`src/rtl/alu4_seq_pkg.sv`:
```
// Shared types and constants for the sequenced 4-bit ALU front end:
// FSM states, opcodes, instruction field layout and flag bit indices.
package alu4_seq_pkg;

  typedef enum logic [1:0] {
    StIdle,
    StExec,
    StWb
  } state_e;

  typedef enum logic [3:0] {
    OpAlu0,
    OpAlu1,
    OpAlu2,
    OpAlu3,
    OpAlu4,
    OpAlu5,
    OpAlu6,
    OpAlu7,
    OpAlu8,
    OpAlu9,
    OpAlu10,
    OpAlu11,
    OpAlu12,
    OpAlu13,
    OpAlu14,
    OpLdi
  } op_e;

  localparam logic [3:0] OP_LDI = 4'd15;

  localparam int unsigned OpMsb = 9;
  localparam int unsigned OpLsb = 6;
  localparam int unsigned RdMsb = 5;
  localparam int unsigned RdLsb = 4;
  localparam int unsigned RaMsb = 3;
  localparam int unsigned RaLsb = 2;
  localparam int unsigned RbMsb = 1;
  localparam int unsigned RbLsb = 0;

  localparam int unsigned FlagCf = 3;
  localparam int unsigned FlagZf = 2;
  localparam int unsigned FlagPf = 1;
  localparam int unsigned FlagSf = 0;

  typedef struct packed {
    op_e        op;
    logic [1:0] rd;
    logic [1:0] ra;
    logic [1:0] rb;
  } instr_t;

endpackage

```
`src/rtl/alu4_seq_regfile.sv`:
```
// 4-bit register file: two combinational read ports, a debug read port and
// one synchronous write port, all cleared by asynchronous reset.
module alu4_seq_regfile #(
  parameter int unsigned NumRegs = 4
) (
  input  logic       clk_i,
  input  logic       rst_i,
  input  logic       we_i,
  input  logic [1:0] waddr_i,
  input  logic [3:0] wdata_i,
  input  logic [1:0] raddr_a_i,
  output logic [3:0] rdata_a_o,
  input  logic [1:0] raddr_b_i,
  output logic [3:0] rdata_b_o,
  input  logic [1:0] dbg_sel_i,
  output logic [3:0] dbg_data_o
);

  logic [3:0] regs_q [NumRegs];

  always_ff @(posedge clk_i or posedge rst_i) begin
    if (rst_i) begin
      for (int i = 0; i < NumRegs; i++) begin
        regs_q[i] <= 4'h0;
      end
    end else if (we_i) begin
      regs_q[waddr_i] <= wdata_i;
    end
  end

  assign rdata_a_o  = regs_q[raddr_a_i];
  assign rdata_b_o  = regs_q[raddr_b_i];
  assign dbg_data_o = regs_q[dbg_sel_i];

endmodule

```
`src/rtl/alu4_seq.sv`:
```
// Two-phase instruction sequencer around an external 4-bit ALU: latch an
// instruction, drive the ALU for one cycle, then write back and strobe the result.
module alu4_seq
  import alu4_seq_pkg::*;
#(
  parameter int unsigned NREGS = 4
) (
  input  logic       clk,
  input  logic       rst,
  input  logic       instr_valid,
  output logic       instr_ready,
  input  logic [9:0] instr,
  output logic [3:0] alu_a,
  output logic [3:0] alu_b,
  output logic [3:0] alu_op,
  input  logic [3:0] alu_y,
  input  logic [3:0] alu_flags,
  output logic       res_valid,
  output logic [3:0] res_data,
  output logic [1:0] res_rd,
  output logic [3:0] res_flags,
  input  logic [1:0] dbg_sel,
  output logic [3:0] dbg_data
);

  state_e     state_q, state_d;
  instr_t     instr_q;
  logic [3:0] flags_q;
  logic [3:0] res_data_q;
  logic [1:0] res_rd_q;
  logic       handshake;
  logic       is_ldi;
  logic       wr_en;
  logic [3:0] wr_data;
  logic [3:0] rdata_a, rdata_b;

  assign handshake = instr_valid & instr_ready;
  assign is_ldi    = (instr_q.op == OpLdi);
  assign wr_en     = (state_q == StExec);
  // LDI takes its immediate from the ra/rb fields and bypasses the ALU result.
  assign wr_data   = is_ldi ? {instr_q.ra, instr_q.rb} : alu_y;

  alu4_seq_regfile #(
    .NumRegs(NREGS)
  ) u_regfile (
    .clk_i     (clk),
    .rst_i     (rst),
    .we_i      (wr_en),
    .waddr_i   (instr_q.rd),
    .wdata_i   (wr_data),
    .raddr_a_i (instr_q.ra),
    .rdata_a_o (rdata_a),
    .raddr_b_i (instr_q.rb),
    .rdata_b_o (rdata_b),
    .dbg_sel_i (dbg_sel),
    .dbg_data_o(dbg_data)
  );

  always_ff @(posedge clk or posedge rst) begin
    if (rst) begin
      state_q <= StIdle;
    end else begin
      state_q <= state_d;
    end
  end

  always_comb begin
    state_d = state_q;
    unique case (state_q)
      StIdle:  state_d = handshake ? StExec : StIdle;
      StExec:  state_d = StWb;
      StWb:    state_d = handshake ? StExec : StIdle;
      default: state_d = StIdle;
    endcase
  end

  always_comb begin
    instr_ready = (state_q != StExec);
    res_valid   = (state_q == StWb);
    alu_a       = 4'h0;
    alu_b       = 4'h0;
    alu_op      = 4'h0;
    if (state_q == StExec) begin
      alu_a  = rdata_a;
      alu_b  = rdata_b;
      alu_op = instr_q.op;
    end
  end

  always_ff @(posedge clk or posedge rst) begin
    if (rst) begin
      instr_q    <= '0;
      flags_q    <= 4'h0;
      res_data_q <= 4'h0;
      res_rd_q   <= 2'd0;
    end else begin
      if (handshake) begin
        instr_q.op <= op_e'(instr[OpMsb:OpLsb]);
        instr_q.rd <= instr[RdMsb:RdLsb];
        instr_q.ra <= instr[RaMsb:RaLsb];
        instr_q.rb <= instr[RbMsb:RbLsb];
      end
      if (wr_en) begin
        res_data_q <= wr_data;
        res_rd_q   <= instr_q.rd;
        if (!is_ldi) begin
          flags_q <= alu_flags;
        end
      end
    end
  end

  assign res_data  = res_data_q;
  assign res_rd    = res_rd_q;
  assign res_flags = flags_q;

endmodule

```
`config.mk`:
```
export PLATFORM = sky130hd
export DESIGN_NAME = alu4_seq
export DESIGN_NICKNAME = d
export VERILOG_FILES = /design/src/rtl/alu4_seq_pkg.sv /design/src/rtl/alu4_seq_regfile.sv /design/src/rtl/alu4_seq.sv
export SDC_FILE = /design/constraint.sdc
export NUM_CORES = 1
export LEC_CHECK = 0
export ABC_CLOCK_PERIOD_IN_PS = 2400
export BUFFER_PORTS_ARGS = -buffer_cell sky130_fd_sc_hd__clkbuf_2
export CORE_ASPECT_RATIO = 1.4
export CORE_MARGIN = 4
export CORE_UTILIZATION = 35
export DETAILED_ROUTE_END_ITERATION = 10
export PLACE_DENSITY = 0.58
export SYNTH_ARGS = -nofsm -noshare
export SYNTH_HDL_FRONTEND = slang
export SYNTH_SLANG_ARGS = --single-unit
```
`constraint.sdc`:
```
create_clock -name clk -period 2.4 [get_ports clk]
set_input_delay 0.24 -clock clk [delete_from_list [all_inputs] [get_ports clk]]
set_output_delay 0.24 -clock clk [all_outputs]
set_load 0.005 [all_outputs]
```
==> results of run 1 <==
how the worst max path moves through the flow:
| stage | endpoint | slack (ps) | depth (start not counted) |
|---|---|---|---|
| 2_1_floorplan | alu_a[0] | 1080 | 3 |
| 3_3_place_gp | alu_a[3] | 840 | 3 |
| 3_5_place_dp | alu_a[3] | 830 | 3 |
| 4_1_cts | alu_a[3] | 490 | 3 |
| 5_1_grt | alu_a[3] | 430 | 3 |
| 6_report | alu_a[3] | 520 | 3 |
per-stage QoR:
step	utilization, %	setup WS (ps)	power, mW
final	44.5	522	2.22
after detailed placement	41.8	831	1.58
after floorplan	-	1080	1.37
after global placement	41.8	843	1.58
after CTS	44.5	488	2.25
after global routing	44.5	432	2.37
logic make-up after synthesis:
| group | after synthesis | synth area share (%) |
|---|---|---|
| mux | 30 | 25.2 |
| buf+inv | 8 | 2.69 |
| simple gates | 48 | 15.5 |
| flops | 38 | 51.2 |
| compound gates | 20 | 5.39 |
cell type report:
type	count	area [um^2]
Sequential cell	38	951
Clock buffer	6	82.6
Multi-Input combinational cell	98	856
Fill cell	499	2860
Tap cell	66	82.6
Timing Repair Buffer	51	258
Inverter	2	7.51
Clock inverter	2	60.1
per-layer routing:
metal	part of all wire [%]	wire, um	vias to the layer above
li1	-	-	615
met2	50	2000	37
met4	1.6	65	0
met1	42	1680	617
met5	0	0	-
met3	6.6	266	5
worst max-delay path: cells and delay by family, from the launching register on:
kind / cells / cell delay, ps
buffers and inverters: 1 / 110
multiplexers: 1 / 550
flip-flops: 1 / 520
AND/OR/NAND/NOR: 1 / 180
power by group through the flow:
stage	Clock (mW)	Combinational [mW]	Sequential [mW]
finish	0.665	0.557	0.998
global route	0.714	0.627	1.03
CTS	0.685	0.569	0.999
detailed placement	0	0.567	1.01
global placement	0	0.561	1.01
floorplan	0	0.423	0.947
flip-flops by register name, indices dropped and copies added (netlist names):
register,cells
res_rd,2
res_flags,4
u_regfile.regs_q,16
state_q,2
res_data,4
instr_q,10
cells in the final DEF (no fill, tap or decap), drive strengths merged, types with 2 or more instances in the layout:
| cell type | n |
|---|---|
| and4bb | 2 |
| bufinv | 2 |
| mux2 | 14 |
| dfrtp | 38 |
| mux4 | 12 |
| a21oi | 12 |
| clkbuf | 56 |
| mux2i | 4 |
| nor2 | 12 |
| inv | 2 |
| nand2 | 16 |
| o21ai | 8 |
| and2 | 12 |
==> flow_summary.rst, run 1 <==
.. list-table::
   :header-rows: 1

   * - Metric
     - Value
   * - Number of core rows
     - 31
   * - DRT Pass-1 Iters
     - 4
   * - Area fraction of the dominant cell type after synthesis
     - 51.2%
   * - Drt drc
     - 0
   * - P&R area growth vs syn
     - 23.7%
   * - Final number of hold-violating endpoints
     - 0
   * - Top achievable clock speed
     - ~0.53 GHz
   * - Number of different library cells in the post-synthesis netlist
     - 23
   * - Type of the setup path with the least slack
     - reg2out
   * - Worst R2R Path Depth
     - 4
   * - Leading post-synthesis cells by cell area
     - sky130_fd_sc_hd__dfrtp_1 (51%), sky130_fd_sc_hd__mux4_2 (15%), sky130_fd_sc_hd__mux2_2 (8.5%), sky130_fd_sc_hd__and2_1 (4.0%), sky130_fd_sc_hd__a21oi_1 (3.2%)
   * - Cell area after layout
     - roughly 0.0023 mm^2
   * - Maximum number of pins on one net before global-route repair
     - 39
   * - Maximum Capacitance Violations
     - 0
   * - Clk root buf
     - sky130_fd_sc_hd__clkbuf_8
   * - Post-synth EDFFs
     - 0
   * - Sequential power share
     - between 40 and 50%
   * - Hold-fix buffers at CTS
     - 0
   * - Antenna violations before repair
     - 0
   * - Leak
     - 1.07 nW
   * - Largest buffer count on any clock path
     - 2
   * - CTS Buf Count
     - 5
   * - Non-Filler Instances
     - ~260
   * - Final cycle utilization of the critical path
     - between 70% and 80%
   * - Count leader, synth
     - sky130_fd_sc_hd__dfrtp_1
   * - Status
     - complete, no violations
   * - Global-route layer with the greatest usage
     - met2
   * - Async set-or-reset flop fraction in the synthesized netlist
     - 100%
   * - H-Tree Depth
     - 2
   * - Number of slew-limit violations in the final report
     - 0
   * - Die extent in y
     - around 94 um
   * - Global-route usage over all layers
     - roughly an eighth
   * - Clock latency at the later pin of the worst-skew pair
     - a little under 300 ps
   * - Fraction of met1 tracks used by global routing
     - between 10% and 20%
   * - Vias
     - 1274
   * - Vias in the first global route
     - roughly 1300
   * - Worst reg2reg endpoint
     - res_flags[1]$_DFFE_PP0P_
   * - CP startpoint
     - instr_q[2]$_DFFE_PP0P_
   * - Antenna Nets Post-Route
     - 0
   * - Syn_nets
     - 167
   * - Slew HR
     - 65.9%
   * - Die Area
     - 0.00655 mm^2
   * - Switching Share
     - between 20% and 30%
   * - Boundary Pins
     - slightly above 50
   * - Post-synth top cells
     - sky130_fd_sc_hd__dfrtp_1 (38), sky130_fd_sc_hd__mux2_2 (14), sky130_fd_sc_hd__nand2_1 (14)
   * - Global route overflow
     - 0
   * - Placed Instance Area
     - ~0.0022 mm^2
   * - Reg-to-reg slack, setup
     - between 900 and 1000 ps
   * - Sequential cell area fraction in the yosys report
     - between 50% and 60%
   * - Area inside the core boundary
     - a little over 0.005 mm^2
   * - Count of nets after finishing
     - about 220
   * - Setup_tns
     - 0 ps
   * - Cell count after synthesis
     - about 140
   * - NetSw
     - around 610 uW
   * - Post-CTS setup repair buffer count
     - 0
   * - Cell type contributing the most total cell area after synthesis
     - sky130_fd_sc_hd__dfrtp_1
   * - Critical path arrival
     - between 1500 and 2000 ps
   * - Via density
     - approximately 4.8
   * - Highest-delay cell along the critical path
     - sky130_fd_sc_hd__mux4_2
   * - Total instance count after detailed placement
     - around 260
   * - Wire length of the first global-routing pass
     - 6540 um
   * - Cells resized by post-CTS repair
     - 0
   * - Relative contribution of the clock network to total power
     - a little under a third
   * - Primary FF master, synth
     - sky130_fd_sc_hd__dfrtp_1
   * - Critical path capture point type
     - output pin
   * - Setup violations, final
     - 0
   * - PortBufs
     - 50
   * - Kind of path behind the tightest hold check
     - in2async
   * - Minimum clock period after layout
     - roughly 1900 ps
   * - Post-synthesis area per instance
     - ~13 um^2
   * - Final Skew
     - 7.69 ps
   * - CP Data Required Time
     - ~2200 ps
   * - Starting Density
     - a little over a third
   * - Highest fanout seen on the critical path
     - 6
   * - Worst voltage drop across the vdd grid
     - about 0.44 mV
   * - Cell internal pwr
     - 1.61 mW
   * - Clock transition at the register clock pins on the worst setup and hold paths after CTS
     - around 80 ps
   * - Largest stage delay, worst path
     - about 550 ps
   * - Unrepaired setup endpoints after global routing
     - no
   * - Final-layout worst hold slack
     - approximately 29 ps
   * - Combinational share of power
     - about a quarter
   * - Met3 usage in global routing
     - between 4 and 5%
   * - DP HPWL
     - around 3000 um
   * - Routed len/inst
     - 15.3 um
   * - Global routing met2 resource utilization
     - 21.1%
   * - Proportion of layout cells with a drive suffix above 1
     - roughly 47%
   * - Final estimated routing congestion in global placement
     - a little over 0.8
   * - TritonCTS Sinks
     - 38
   * - Horizontal die dimension
     - between 60 and 70 um
   * - R2R Path Start
     - state_q[1]$_DFF_PP0_
   * - Aggregate routed wire length
     - around 4000 um
   * - Ratio of total power to cell area
     - slightly below 1000 mW/mm^2
   * - Yosys warns
     - 0
   * - Worst path cell trace
     - mux4_2 -> and2_1 -> clkbuf_2
   * - Post-synthesis instance area
     - between 0.0015 and 0.002 mm^2
   * - Antenna fix cells
     - 0
   * - Synthesized flop and latch total
     - 38
   * - TritonCTS clock tree
     - done
   * - Actual slew at the worst max-slew pin
     - 497 ps
   * - Critical Path Source Type
     - register
   * - Violation count after the first detailed-route iteration
     - 43
(Power assumes the default switching activity.)
==> run 2: changes to the inputs <==
ABC_CLOCK_PERIOD_IN_PS = 1700   (was 2400)
PLACE_DENSITY = 0.6   (was 0.58)
clock period = 1.7 ns   (was 2.4 ns; I/O delays follow)
==> run 2 against run 1 <==
  * Die area unchanged
  * Setup slack worse by 520 ps
  * Combinational power up 50%
  * Global-route usage up 0.73 points
  * Core utilization up 0.15 points
  * Register-to-register slack worse by 660 ps
  * Clock-buffer cell count up 1
  * Sequential share of layout area about the same
  * Clock skew down 1.5 ps
  * Wire length up 2.6%
==> flow_summary.rst, run 2 (synthesis results as in run 1) <==
.. list-table::
   :header-rows: 1

   * - Metric
     - Value
   * - Vias
     - 1291 (+1.3%)
   * - Slew HR
     - 64.7% (-1.2 points)
   * - Status
     - complete, no violations
   * - Reg-to-reg slack, setup
     - 290 ps (-660 ps)
   * - Unrepaired setup endpoints after global routing
     - yes
   * - R2R Path Start
     - instr_q[7]$_DFFE_PP0P_
   * - Number of buffers and inverters on the critical path
     - 1 (unchanged)
   * - Drt drc
     - 0 (unchanged)
   * - Critical path capture point type
     - output pin
   * - Highest-delay cell along the critical path
     - sky130_fd_sc_hd__mux4_2
   * - Clock latency at the later pin of the worst-skew pair
     - 290 ps (about the same)
   * - Leading cell types in the layout, fill and taps excluded
     - sky130_fd_sc_hd__clkbuf_2 (49), sky130_fd_sc_hd__dfrtp_1 (36), sky130_fd_sc_hd__mux2_2 (14), sky130_fd_sc_hd__nand2_1 (14)
   * - Starting Density
     - 36.0% (unchanged)
   * - PortBufs
     - 50 (unchanged)
   * - Final Skew
     - 6.19 ps (-1.50 ps)
   * - Horizontal die dimension
     - 69.6 um (unchanged)
   * - Worst path cell trace
     - mux4_2 -> and2_4 -> clkbuf_2
   * - Number of core rows
     - 31 (unchanged)
   * - Fill count
     - 510 (+2.2%)
   * - Final estimated routing congestion in global placement
     - 0.743 (-8.3%)
   * - Boundary Pins
     - 51 (unchanged)
   * - Die Area
     - 0.00655 mm^2 (unchanged)
   * - DRT Pass-1 Iters
     - 4 (unchanged)
   * - Violation count after the first detailed-route iteration
     - 30 (-30%)
   * - CTS Buf Count
     - 5 (unchanged)
   * - Actual slew at the worst max-slew pin
     - 514 ps (+16.9 ps)
   * - Max FFs per register
     - 16 (unchanged)
   * - Ratio of total power to cell area
     - 1240 mW/mm^2 (+29%)
   * - Biggest registers after layout
     - u_regfile.regs_q x16, instr_q x10
   * - Final number of hold-violating endpoints
     - 0 (unchanged)
   * - Start point of the worst hold path
     - instr[6]
   * - Minimum clock period after layout
     - roughly 1700 ps
   * - CP startpoint
     - instr_q[0]$_DFFE_PP0P_
   * - P&R area growth vs syn
     - 24.1%
   * - TritonCTS clock tree
     - done
   * - Routed len/inst
     - 15.4 um (+1.1%)
   * - Maximum number of pins on one net before global-route repair
     - 39 (unchanged)
   * - Worst voltage drop across the vdd grid
     - 0.628 mV (+41%)
   * - Wire length of the first global-routing pass
     - 6980 um (+6.7%)
   * - Largest stage delay, worst path
     - 530 ps (-20 ps)
   * - DP HPWL
     - 3120 um (+4.1%)
   * - Post-layout power
     - 2.87 mW (+29%)
   * - Total instance count after detailed placement
     - 256 (+0.39%)
   * - Maximum Capacitance Violations
     - 0 (unchanged)
   * - TritonCTS Sinks
     - 38 (unchanged)
   * - Aggregate routed wire length
     - 4120 um (+2.6%)
   * - Setup violations, final
     - 0 (unchanged)
   * - Global route overflow
     - 0 (unchanged)
   * - Global-route usage over all layers
     - 13.9% (+0.73 points)
   * - Commonest non-fill, non-tap cell in the layout
     - sky130_fd_sc_hd__clkbuf_2
   * - Kind of cell with the highest combined delay on the critical path
     - multiplexers
   * - Antenna violations before repair
     - 0 (unchanged)
   * - Critical path arrival
     - 1530 ps (-110 ps)
   * - CP Data Required Time
     - 1530 ps (-630 ps)
   * - Antenna Nets Post-Route
     - 0 (unchanged)
   * - Critical Path Source Type
     - register
   * - Worst Hold End
     - instr_q[6]$_DFFE_PP0P_
   * - H-Tree Depth
     - 2 (unchanged)
   * - Antenna fix cells
     - 0 (unchanged)
   * - Die extent in y
     - 94.2 um (unchanged)
   * - Proportion of layout cells with a drive suffix above 1
     - 50.7% (+3.5 points)
   * - Number of slew-limit violations in the final report
     - 0 (unchanged)
   * - Clk root buf
     - sky130_fd_sc_hd__clkbuf_8
   * - Largest buffer count on any clock path
     - 2 (unchanged)
   * - Count of nets after finishing
     - 223 (+1.8%)
   * - Non-Filler Instances
     - 267 (+1.5%)
   * - Worst reg2reg endpoint
     - res_data[1]$_DFFE_PP0P_
   * - Type of the setup path with the least slack
     - reg2out
   * - Highest fanout seen on the critical path
     - 5 (-1)
   * - Top achievable clock speed
     - slightly below 0.6 GHz
   * - Area inside the core boundary
     - 0.00516 mm^2 (unchanged)
   * - Final cycle utilization of the critical path
     - 99.9%
   * - Leak
     - 1.08 nW (+0.26%)
   * - Register bank with the most flops
     - u_regfile.regs_q
   * - Vias in the first global route
     - 1388 (+8.4%)
   * - Worst R2R Path Depth
     - 3 (-1)
   * - Worst Hold Depth
     - 2
   * - Via density
     - 4.84 (-0.18%)
   * - Clock transition at the register clock pins on the worst setup and hold paths after CTS
     - 70 ps (about the same)
   * - Kind of path behind the tightest hold check
     - in2reg
==> run 2: worst max-delay path by stage <==
stage / endpoint / slack, ps / cells past startpoint
global placement: alu_a[3] / 180 / 3
global route: alu_a[1] / -80 / 3
floorplan: alu_a[0] / 450 / 3
finish: alu_b[3] / 1 / 3
CTS: alu_a[2] / -30 / 3
detailed placement: alu_a[2] / 170 / 3
==> run 2: report_power, final <==
| group | switching (mW) | internal (mW) | total, mW |
|---|---|---|---|
| Clock | 0.307 | 0.327 | 0.634 |
| Sequential | 0.246 | 1.16 | 1.40 |
| Combinational | 0.299 | 0.535 | 0.834 |
| Total | 0.852 | 2.02 | 2.87 |
==> run 2: per-stage QoR <==
stage / hold WS (ps) / worst slack, ps / utilization (%) / TNS, ps / instance area (um^2)
finish: 109 / 1.23 / 44.7 / 0 / 2300
global route: 103 / -79.9 / 44.7 / -457 / 2300
CTS: 103 / -31.1 / 44.2 / -151 / 2280
detailed placement: 291 / 171 / 41.9 / 0 / 2160
global placement: 297 / 182 / 41.9 / 0 / 2160
floorplan: 308 / 448 / - / 0 / 1860
==> run 2: cell type report <==
| class | count | area, um^2 | area share [%] |
|---|---|---|---|
| inverters | 2 | 12.5 | 0.543 |
| repair buffers | 55 | 297 | 12.9 |
| well taps | 66 | 82.6 | 3.58 |
| clock buffers | 7 | 86.3 | 3.75 |
| multi-input cells | 98 | 868 | 37.7 |
| clock inverters | 1 | 5.00 | 0.217 |
| flip-flops and latches | 38 | 953 | 41.4 |
==> run 2: layer usage <==
metal  vias up  track usage [%]  wire, um
li1        627                -         -
met1       620             15.9      1650
met2        38             24.3      2160
met3         6             3.96       233
met4         0             5.37        71
met5         -                0         0
==> run 2: worst register-to-register path, stage by stage (launching register included) <==
cell	delay [ps]
sky130_fd_sc_hd__dfrtp_1	390
sky130_fd_sc_hd__nand4_2	240
sky130_fd_sc_hd__mux2i_1	500
sky130_fd_sc_hd__o21ai_0	140
==> run 2: what timing repair did <==
action / CTS / global route
hold buffers: 1 / 0
setup buffers: 2 / 0
setup endpoints to repair: 8 / 12
gates cloned: 0 / 0
resized for setup: 2 / 9
endpoints found under the hold margin: 38 / 0
pin swaps: 0 / 8
